File: src/rtl/pixel_frame_sequencer.sv
// pixel_frame_sequencer
// Streams one full frame from source frame memory through the pixel op unit
// and writes each result back to destination frame memory at the same address.
// Optional feature macro: PIXSEQ_ROI_EN -- adds roi_start/roi_end ports; pixels
// outside the inclusive ROI are written with their original source value.
module pixel_frame_sequencer #(
    parameter int NUM_PIXELS = 98304,
    parameter int ADDR_W     = 17,
    parameter int OP_LAT     = 1
) (
    input  logic              clk,
    input  logic              rst,
    input  logic              start,
    input  logic              abort,
    input  logic [1:0]        cfg_sel,
    input  logic [7:0]        cfg_value,
    input  logic [7:0]        cfg_threshold,
`ifdef PIXSEQ_ROI_EN
    input  logic [ADDR_W-1:0] roi_start,
    input  logic [ADDR_W-1:0] roi_end,
`endif
    output logic              busy,
    output logic              done,
    output logic              aborted,
    output logic              src_rd_en,
    output logic [ADDR_W-1:0] src_addr,
    input  logic [7:0]        src_rd_data,
    output logic [7:0]        op_in,
    output logic [7:0]        op_value,
    output logic [7:0]        op_threshold,
    output logic [1:0]        op_sel,
    input  logic [7:0]        op_out,
    output logic              dst_wr_en,
    output logic [ADDR_W-1:0] dst_addr,
    output logic [7:0]        dst_wr_data
);

    // One stage for the memory read, one for op_in, OP_LAT for the op unit.
    localparam int PIPE = OP_LAT + 2;

    localparam logic [1:0] ST_IDLE  = 2'd0;
    localparam logic [1:0] ST_RUN   = 2'd1;
    localparam logic [1:0] ST_DRAIN = 2'd2;

    localparam logic [ADDR_W-1:0] LAST_ADDR = ADDR_W'(NUM_PIXELS - 1);

    logic [1:0]        state_q, state_d;
    logic              busy_q, busy_d;
    logic              done_q, done_d;
    logic              aborted_q, aborted_d;
    logic              src_rd_en_q, src_rd_en_d;
    logic [ADDR_W-1:0] src_addr_q, src_addr_d;
    logic [7:0]        op_in_q, op_in_d;
    logic [1:0]        op_sel_q, op_sel_d;
    logic [7:0]        op_value_q, op_value_d;
    logic [7:0]        op_threshold_q, op_threshold_d;
    logic              dst_wr_en_q, dst_wr_en_d;
    logic [ADDR_W-1:0] dst_addr_q, dst_addr_d;
    logic [7:0]        dst_wr_data_q, dst_wr_data_d;
    logic [PIPE-1:0]   vld_q, vld_d;
    logic [ADDR_W-1:0] pipe_addr_q [PIPE];
    logic [ADDR_W-1:0] pipe_addr_d [PIPE];
    logic [7:0]        write_pixel;

`ifdef PIXSEQ_ROI_EN
    logic [ADDR_W-1:0] roi_start_q, roi_start_d;
    logic [ADDR_W-1:0] roi_end_q, roi_end_d;
    logic [7:0]        pix_q [OP_LAT+1];
    logic [7:0]        pix_d [OP_LAT+1];

    // Raw source pixels delayed so they line up with op_out at the write stage.
    always_comb begin
        pix_d[0] = src_rd_data;
        for (int k = 1; k <= OP_LAT; k++) begin
            pix_d[k] = pix_q[k-1];
        end
    end

    // Inside the ROI take the op result, outside it pass the original pixel.
    always_comb begin
        write_pixel = pix_q[OP_LAT];
        if (pipe_addr_q[PIPE-1] >= roi_start_q && pipe_addr_q[PIPE-1] <= roi_end_q) begin
            write_pixel = op_out;
        end
    end
`else
    // Without ROI support every pixel is written with the op result.
    always_comb begin
        write_pixel = op_out;
    end
`endif

    // Frame FSM, read address generation and the valid/address tracking pipe.
    always_comb begin
        state_d        = state_q;
        busy_d         = busy_q;
        done_d         = 1'b0;
        aborted_d      = 1'b0;
        src_rd_en_d    = src_rd_en_q;
        src_addr_d     = src_addr_q;
        op_sel_d       = op_sel_q;
        op_value_d     = op_value_q;
        op_threshold_d = op_threshold_q;
`ifdef PIXSEQ_ROI_EN
        roi_start_d    = roi_start_q;
        roi_end_d      = roi_end_q;
`endif
        vld_d          = {vld_q[PIPE-2:0], src_rd_en_q};
        pipe_addr_d[0] = src_addr_q;
        for (int k = 1; k < PIPE; k++) begin
            pipe_addr_d[k] = pipe_addr_q[k-1];
        end
        op_in_d       = vld_q[0] ? src_rd_data : op_in_q;
        dst_wr_en_d   = vld_q[PIPE-1];
        dst_addr_d    = vld_q[PIPE-1] ? pipe_addr_q[PIPE-1] : dst_addr_q;
        dst_wr_data_d = vld_q[PIPE-1] ? write_pixel : dst_wr_data_q;

        case (state_q)
            ST_IDLE: begin
                if (start) begin
                    state_d        = ST_RUN;
                    busy_d         = 1'b1;
                    src_rd_en_d    = 1'b1;
                    src_addr_d     = '0;
                    op_sel_d       = cfg_sel;
                    op_value_d     = cfg_value;
                    op_threshold_d = cfg_threshold;
`ifdef PIXSEQ_ROI_EN
                    roi_start_d    = roi_start;
                    roi_end_d      = roi_end;
`endif
                end
            end
            ST_RUN: begin
                if (src_addr_q == LAST_ADDR) begin
                    state_d     = ST_DRAIN;
                    src_rd_en_d = 1'b0;
                end else begin
                    src_addr_d = src_addr_q + ADDR_W'(1);
                end
            end
            ST_DRAIN: begin
                if (vld_q == '0 && !src_rd_en_q) begin
                    state_d = ST_IDLE;
                    busy_d  = 1'b0;
                    done_d  = 1'b1;
                end
            end
            default: begin
                state_d = ST_IDLE;
                busy_d  = 1'b0;
            end
        endcase

        // Abort overrides everything while busy: stop reads, kill in-flight writes.
        if (busy_q && abort) begin
            state_d     = ST_IDLE;
            busy_d      = 1'b0;
            done_d      = 1'b0;
            aborted_d   = 1'b1;
            src_rd_en_d = 1'b0;
            vld_d       = '0;
            dst_wr_en_d = 1'b0;
        end
    end

    // State and output registers with synchronous reset.
    always_ff @(posedge clk) begin
        if (rst) begin
            state_q        <= ST_IDLE;
            busy_q         <= 1'b0;
            done_q         <= 1'b0;
            aborted_q      <= 1'b0;
            src_rd_en_q    <= 1'b0;
            src_addr_q     <= '0;
            op_in_q        <= '0;
            op_sel_q       <= '0;
            op_value_q     <= '0;
            op_threshold_q <= '0;
            dst_wr_en_q    <= 1'b0;
            dst_addr_q     <= '0;
            dst_wr_data_q  <= '0;
            vld_q          <= '0;
            for (int k = 0; k < PIPE; k++) begin
                pipe_addr_q[k] <= '0;
            end
`ifdef PIXSEQ_ROI_EN
            roi_start_q    <= '0;
            roi_end_q      <= '0;
            for (int k = 0; k <= OP_LAT; k++) begin
                pix_q[k] <= '0;
            end
`endif
        end else begin
            state_q        <= state_d;
            busy_q         <= busy_d;
            done_q         <= done_d;
            aborted_q      <= aborted_d;
            src_rd_en_q    <= src_rd_en_d;
            src_addr_q     <= src_addr_d;
            op_in_q        <= op_in_d;
            op_sel_q       <= op_sel_d;
            op_value_q     <= op_value_d;
            op_threshold_q <= op_threshold_d;
            dst_wr_en_q    <= dst_wr_en_d;
            dst_addr_q     <= dst_addr_d;
            dst_wr_data_q  <= dst_wr_data_d;
            vld_q          <= vld_d;
            pipe_addr_q    <= pipe_addr_d;
`ifdef PIXSEQ_ROI_EN
            roi_start_q    <= roi_start_d;
            roi_end_q      <= roi_end_d;
            pix_q          <= pix_d;
`endif
        end
    end

    assign busy         = busy_q;
    assign done         = done_q;
    assign aborted      = aborted_q;
    assign src_rd_en    = src_rd_en_q;
    assign src_addr     = src_addr_q;
    assign op_in        = op_in_q;
    assign op_sel       = op_sel_q;
    assign op_value     = op_value_q;
    assign op_threshold = op_threshold_q;
    assign dst_wr_en    = dst_wr_en_q;
    assign dst_addr     = dst_addr_q;
    assign dst_wr_data  = dst_wr_data_q;

endmodule

File: config.mk
export PLATFORM = sky130hd
export DESIGN_NAME = pixel_frame_sequencer
export DESIGN_NICKNAME = d
export VERILOG_FILES = /design/src/rtl/pixel_frame_sequencer.sv
export SDC_FILE = /design/constraint.sdc
export NUM_CORES = 1
export LEC_CHECK = 0
export ABC_AREA = 1
export CORE_AREA = 2 2 73 144
export CTS_CLUSTER_SIZE = 10
export DETAILED_ROUTE_END_ITERATION = 8
export DIE_AREA = 0 0 75 146
export PLACE_DENSITY = 0.77
export SYNTH_ARGS = -nofsm -noshare
export SYNTH_HDL_FRONTEND = slang
export SYNTH_SLANG_ARGS = --single-unit
File: constraint.sdc
create_clock -name clk -period 1.9 [get_ports clk]
set_clock_uncertainty 0.05 [all_clocks]
set_input_delay 0.38 -clock clk [delete_from_list [all_inputs] [get_ports clk]]
set_output_delay 0.38 -clock clk [all_outputs]
set_load 0.01 [all_outputs]
# Word level (Yosys, flattened, before mapping)
# Index checks and enable logic that the tools add are counted.
[totals]
reg_bits = 129
latch_bits = 0
mem_bits_rw = 0
romBits = 0
in_bits = 38
out_inout_bits = 73
elab_cells = 54
mem_count = 0
[classes]
add_sub_neg = 1
multipliers = 0
div_mod_pow = 0
magnitude_cmp = 0
eq_ne = 7
shift = 0
n_mux = 14
bitwise = 2
n_reduce_logical = 13
[op_table]
columns = ["op", "n"]
rows = [
  ["two-way mux 17 bit", 2],
  ["case mux 17 bit (2 select lines)", 1],
  ["adder 17 x 1 -> 17 bit, second input constant", 1],
  ["== test 17 bit, second input constant", 1],
  ["AND reduction 3 bit", 4],
  ["inequality test 2 bit, second input constant", 4],
  ["two-way mux 2 bit", 3],
  ["case mux 2 bit (3 select lines)", 1],
  ["two-way mux 1 bit", 5],
  ["zero test 3 bit", 1],
  ["case mux 1 bit (3 select lines)", 1],
  ["OR reduction 3 bit", 1],
  ["== test 2 x 1 -> 1 bit, second input constant", 1],
  ["== test 2 bit, second input constant", 1],
  ["logical AND 1 bit", 2],
  ["zero test 2 bit", 1],
  ["inverter 1 bit", 2],
  ["case mux 1 bit (2 select lines)", 1],
  ["AND reduction 2 bit", 1],
  ["nonzero test 2 bit", 1],
  ["OR reduction 2 bit", 1],
  ["zero test 1 bit", 1],
]

# Longest topological paths before layout
[depth]
depth_word = 4
depth_mapped = 10

# Worst setup path after synthesis
# No wires, ideal clock.
[synth_timing]
path_type = "reg2reg"
startpoint = "register src_addr_q[0] (netlist: src_addr[0])"
endpoint = "register src_addr_q[2] (netlist: src_addr[2])"
arrival_time_ps = 1472
required_ps = 1783
path_slack_ps = 310
path_stages_with_launch = 9
n_path_buf = 1
path_cell_list = "dfxtp_1 ha_1 nand3_2 nor2_4 nand3_2 nand2_4 buf_8 nand3_1 a21oi_2"
[synth_via]
elab_chain_len = 3
word_cells_on_any_way = 6
cone_classes = "add/sub (1); eq/ne (2); mux (2); reduce/logical (1)"
[synth_lines]
columns = ["item", "line_no", "text"]
rows = [
  ["from (decl)", "52", "logic [ADDR_W-1:0] src_addr_q, src_addr_d;"],
  ["from (signal assigned)", "200", "src_addr_q <= src_addr_d;"],
  ["adder 17 x 1 -> 17 bit or == test 17 bit (tied branches)", "139, 135", ""],
  ["two-way mux 17 bit or inequality test 2 bit (tied branches)", "--", ""],
  ["case mux 17 bit (2 select lines) or AND reduction 3 bit (tied branches)", "--", ""],
]
# Several ways; a longest one is shown, not always the timed one. The select of a mux whose other input is x is not followed.
# A chain may end at the register's enable or synchronous reset.

# Final worst setup path
[layout_timing]
startpoint = "register src_addr_q[1] (netlist: src_addr[1])"
endpoint = "output src_addr[1]"
[layout_rtl]
columns = ["item", "line_no", "text"]
rows = [
  ["to (decl)", "26", "output logic [ADDR_W-1:0] src_addr,"],
]
# No word-level cell between the ends.

==> impl_metrics.yaml <==
run_status:
  status: "finished clean"
finish:
  post_route_cells_drive_above_1_share: 0.0936
  area_growth_pct: 37.9
  fin_area_um2: 6520
  nNetsFinal: 764
  multi_input_area_um2: 1630
  postLayoutCoreUtil: 0.668
  layout_common_cells: "nor2_1, dfxtp_1, clkdlybuf4s50_1"
  final_common_cell: "nor2_1"
  diodes: 0
  seq_area_um2: 2590
  fillers: 808
floorplan:
  die_h_um: 146
  die_w_um: 75
  fp-row-count: 51
  die_area_um2: 11000
  core_um2: 9760
  num_io_pins: 111
  initial_core_util: 0.484
sta:
  slew_headroom: 0.576
  fin_crit_sh: 0.971
  setup_viol: 0
  fmax_mhz: 542
  min_period_ps: 1850
  rsz0062_at_grt: "false"
  final.setup.worst_slack_ps: 55.0
  tightest_slew_ps: 636
  drv_slew: 0
  finalHoldViolations: 0
clocking:
  cts_sinks: 129
  postCtsSetupBuffers: 0
  cts_buffers: 17
  clockBufferDepth: 2
  cts_tree: "yes"
  clk_pin_slew_ps: 60
  root_buffer: "clkbuf_16"
  insertion_delay_ps: 410
  cts_resized: 6
  cts_hold_buf: 0
  htree_levels: 4
setup_path:
  r2r_cells: 8
  end_kind: "output port"
  crit_arrival_ps: 1420
  worstPathMaxFanout: 4
  worstPathRequired_ps: 1470
  worstSetupStartpointType: "flop"
  worstSetupPathType: "reg2out"
run:
  drv_cap: 0
global_routing:
  grt_usage: 0.227
  overflow: 0
  grt_pass1_vias: 3944
  grt_pass1_wl_mm: 18.9
  antenna_found_initial: 0
  grt_max_degree: 64
pwr:
  power.total_mw: 7.09
  p_leak_nw: 2.81
  power_density_nw_per_um2: 1090
  irDropWorstVdd_uv: 664
routing:
  route.vias.total: 4130
  drt-pass1-iter-count: 4
  ant_nets: 0
  drc: 0
  drtIter0Drc: 252
  wire_per_inst_um: 13.5
  viasPerCell: 4.75
  finalWirelength_mm: 11.7
yosys:
  synth-main-ff-cell: "dfxtp_1"
  yosysSeqAreaShare: 0.546
  ys_seq_elements: 129
  syn_avg_cell_area_um2: 7.67
  syn_inst: 617
  yosysUniqueCellTypes: 26
  synthArstFlopShare: 0
  yosysWarnings: 0
  synth_edf_count: 0
  syn_nets: 656
  syn-cell-area_um2: 4730
place:
  place_ws_ps: -6.02
  dp_hpwl_mm: 8.25
  place_area_um2: 5910
  gp_congestion: 0.944
  port_buffers: 110
min_path:
  min_path_type: "reg2reg"
  min_path_cells: 2
-- cell usage after synthesis (2+ instances only) --
cell	instances	share of area
a21oi_1	14	0.015
buf_2	5	0.0053
buf_4	17	0.027
clkbuf_1	18	0.014
clkinv_1	2	0.0016
dfxtp_1	129	0.55
inv_1	73	0.058
nand2_1	56	0.044
nand2_2	2	0.0026
nand2_4	2	0.0048
nand3_1	38	0.040
nand3_2	3	0.0063
nand4_1	7	0.0093
nor2_1	185	0.15
nor3_1	2	0.0021
o21ai_0	53	0.056
xor2_1	2	0.0037
-- cell families (layout without fill, tap and decap cells) --
kind of cell | after synthesis | count (layout) | synth area share
flip-flops | 129 | 129 | 0.546
buffers and inverters | 117 | 237 | 0.110
XOR/XNOR | 2 | 2 | 0.00370
adder cells (fa/ha/maj) | 1 | 1 | 0.00265
AO/OA/AOI/OAI | 70 | 70 | 0.0759
AND/OR/NAND/NOR | 298 | 298 | 0.262
-- critical path: stages (launching register included) --
cell and delay (ps):
dfxtp_1 340, buf_4 140, clkdlybuf4s50_1 530
-- stage by stage --
step	setup TNS [ps]	std cells	hold WS, ps
after floorplan	0	617	338
after global placement	0	838	340
after detailed placement	-6.19	838	342
after CTS	0	869	349
after global routing	0	869	363
final	0	869	348
-- final timing paths --
kind	start	to	slack, ps
worst max register to register	src_addr[0]	src_addr[5]	200
worst min register to register	pipe_addr_d[5]	pipe_addr_q[5]	350
worst max-delay path	src_addr[1]	src_addr[1]	50
worst min-delay path	pipe_addr_d[5]	pipe_addr_q[5]	350
-- per-layer routing --
layer	vias up	GRT usage	routed length, um
met3	22	0.0686	541
met1	1892	0.227	4300
li1	2101	-	-
met2	115	0.406	6580
met4	0	0.104	308
met5	-	0	0
-- where the power goes --
group	leakage [nW]	internal, mW	switching (mW)
Clock	0.288	2.10	1.12
Combinational	1.47	0.417	0.493
Sequential	1.05	2.87	0.0950
Total	2.81	5.38	1.71
-- sequential cells by signal, indices dropped and copies added, names as in the netlist --
| name | flops |
|---|---|
| dst_wr_en | 1 |
| state_q | 2 |
| dst_addr | 17 |
| op_value | 8 |
| aborted | 1 |
| vld_q | 3 |
| pipe_addr_q | 17 |
| pipe_addr_d | 34 |
| op_threshold | 8 |
| busy | 1 |
| done | 1 |
| op_in | 8 |
| src_rd_en | 1 |
| src_addr | 17 |
| op_sel | 2 |
| dst_wr_data | 8 |
-- final cells by class --
type / instances / share of cell area
clock buffers: 23 / 0.0764
inverters: 76 / 0.0438
clock inverters: 8 / 0.0155
multi-input cells: 371 / 0.249
well taps: 132 / 0.0253
flip-flops and latches: 129 / 0.397
repair buffers: 130 / 0.192
Note: power is estimated with default switching activity, not from simulation.
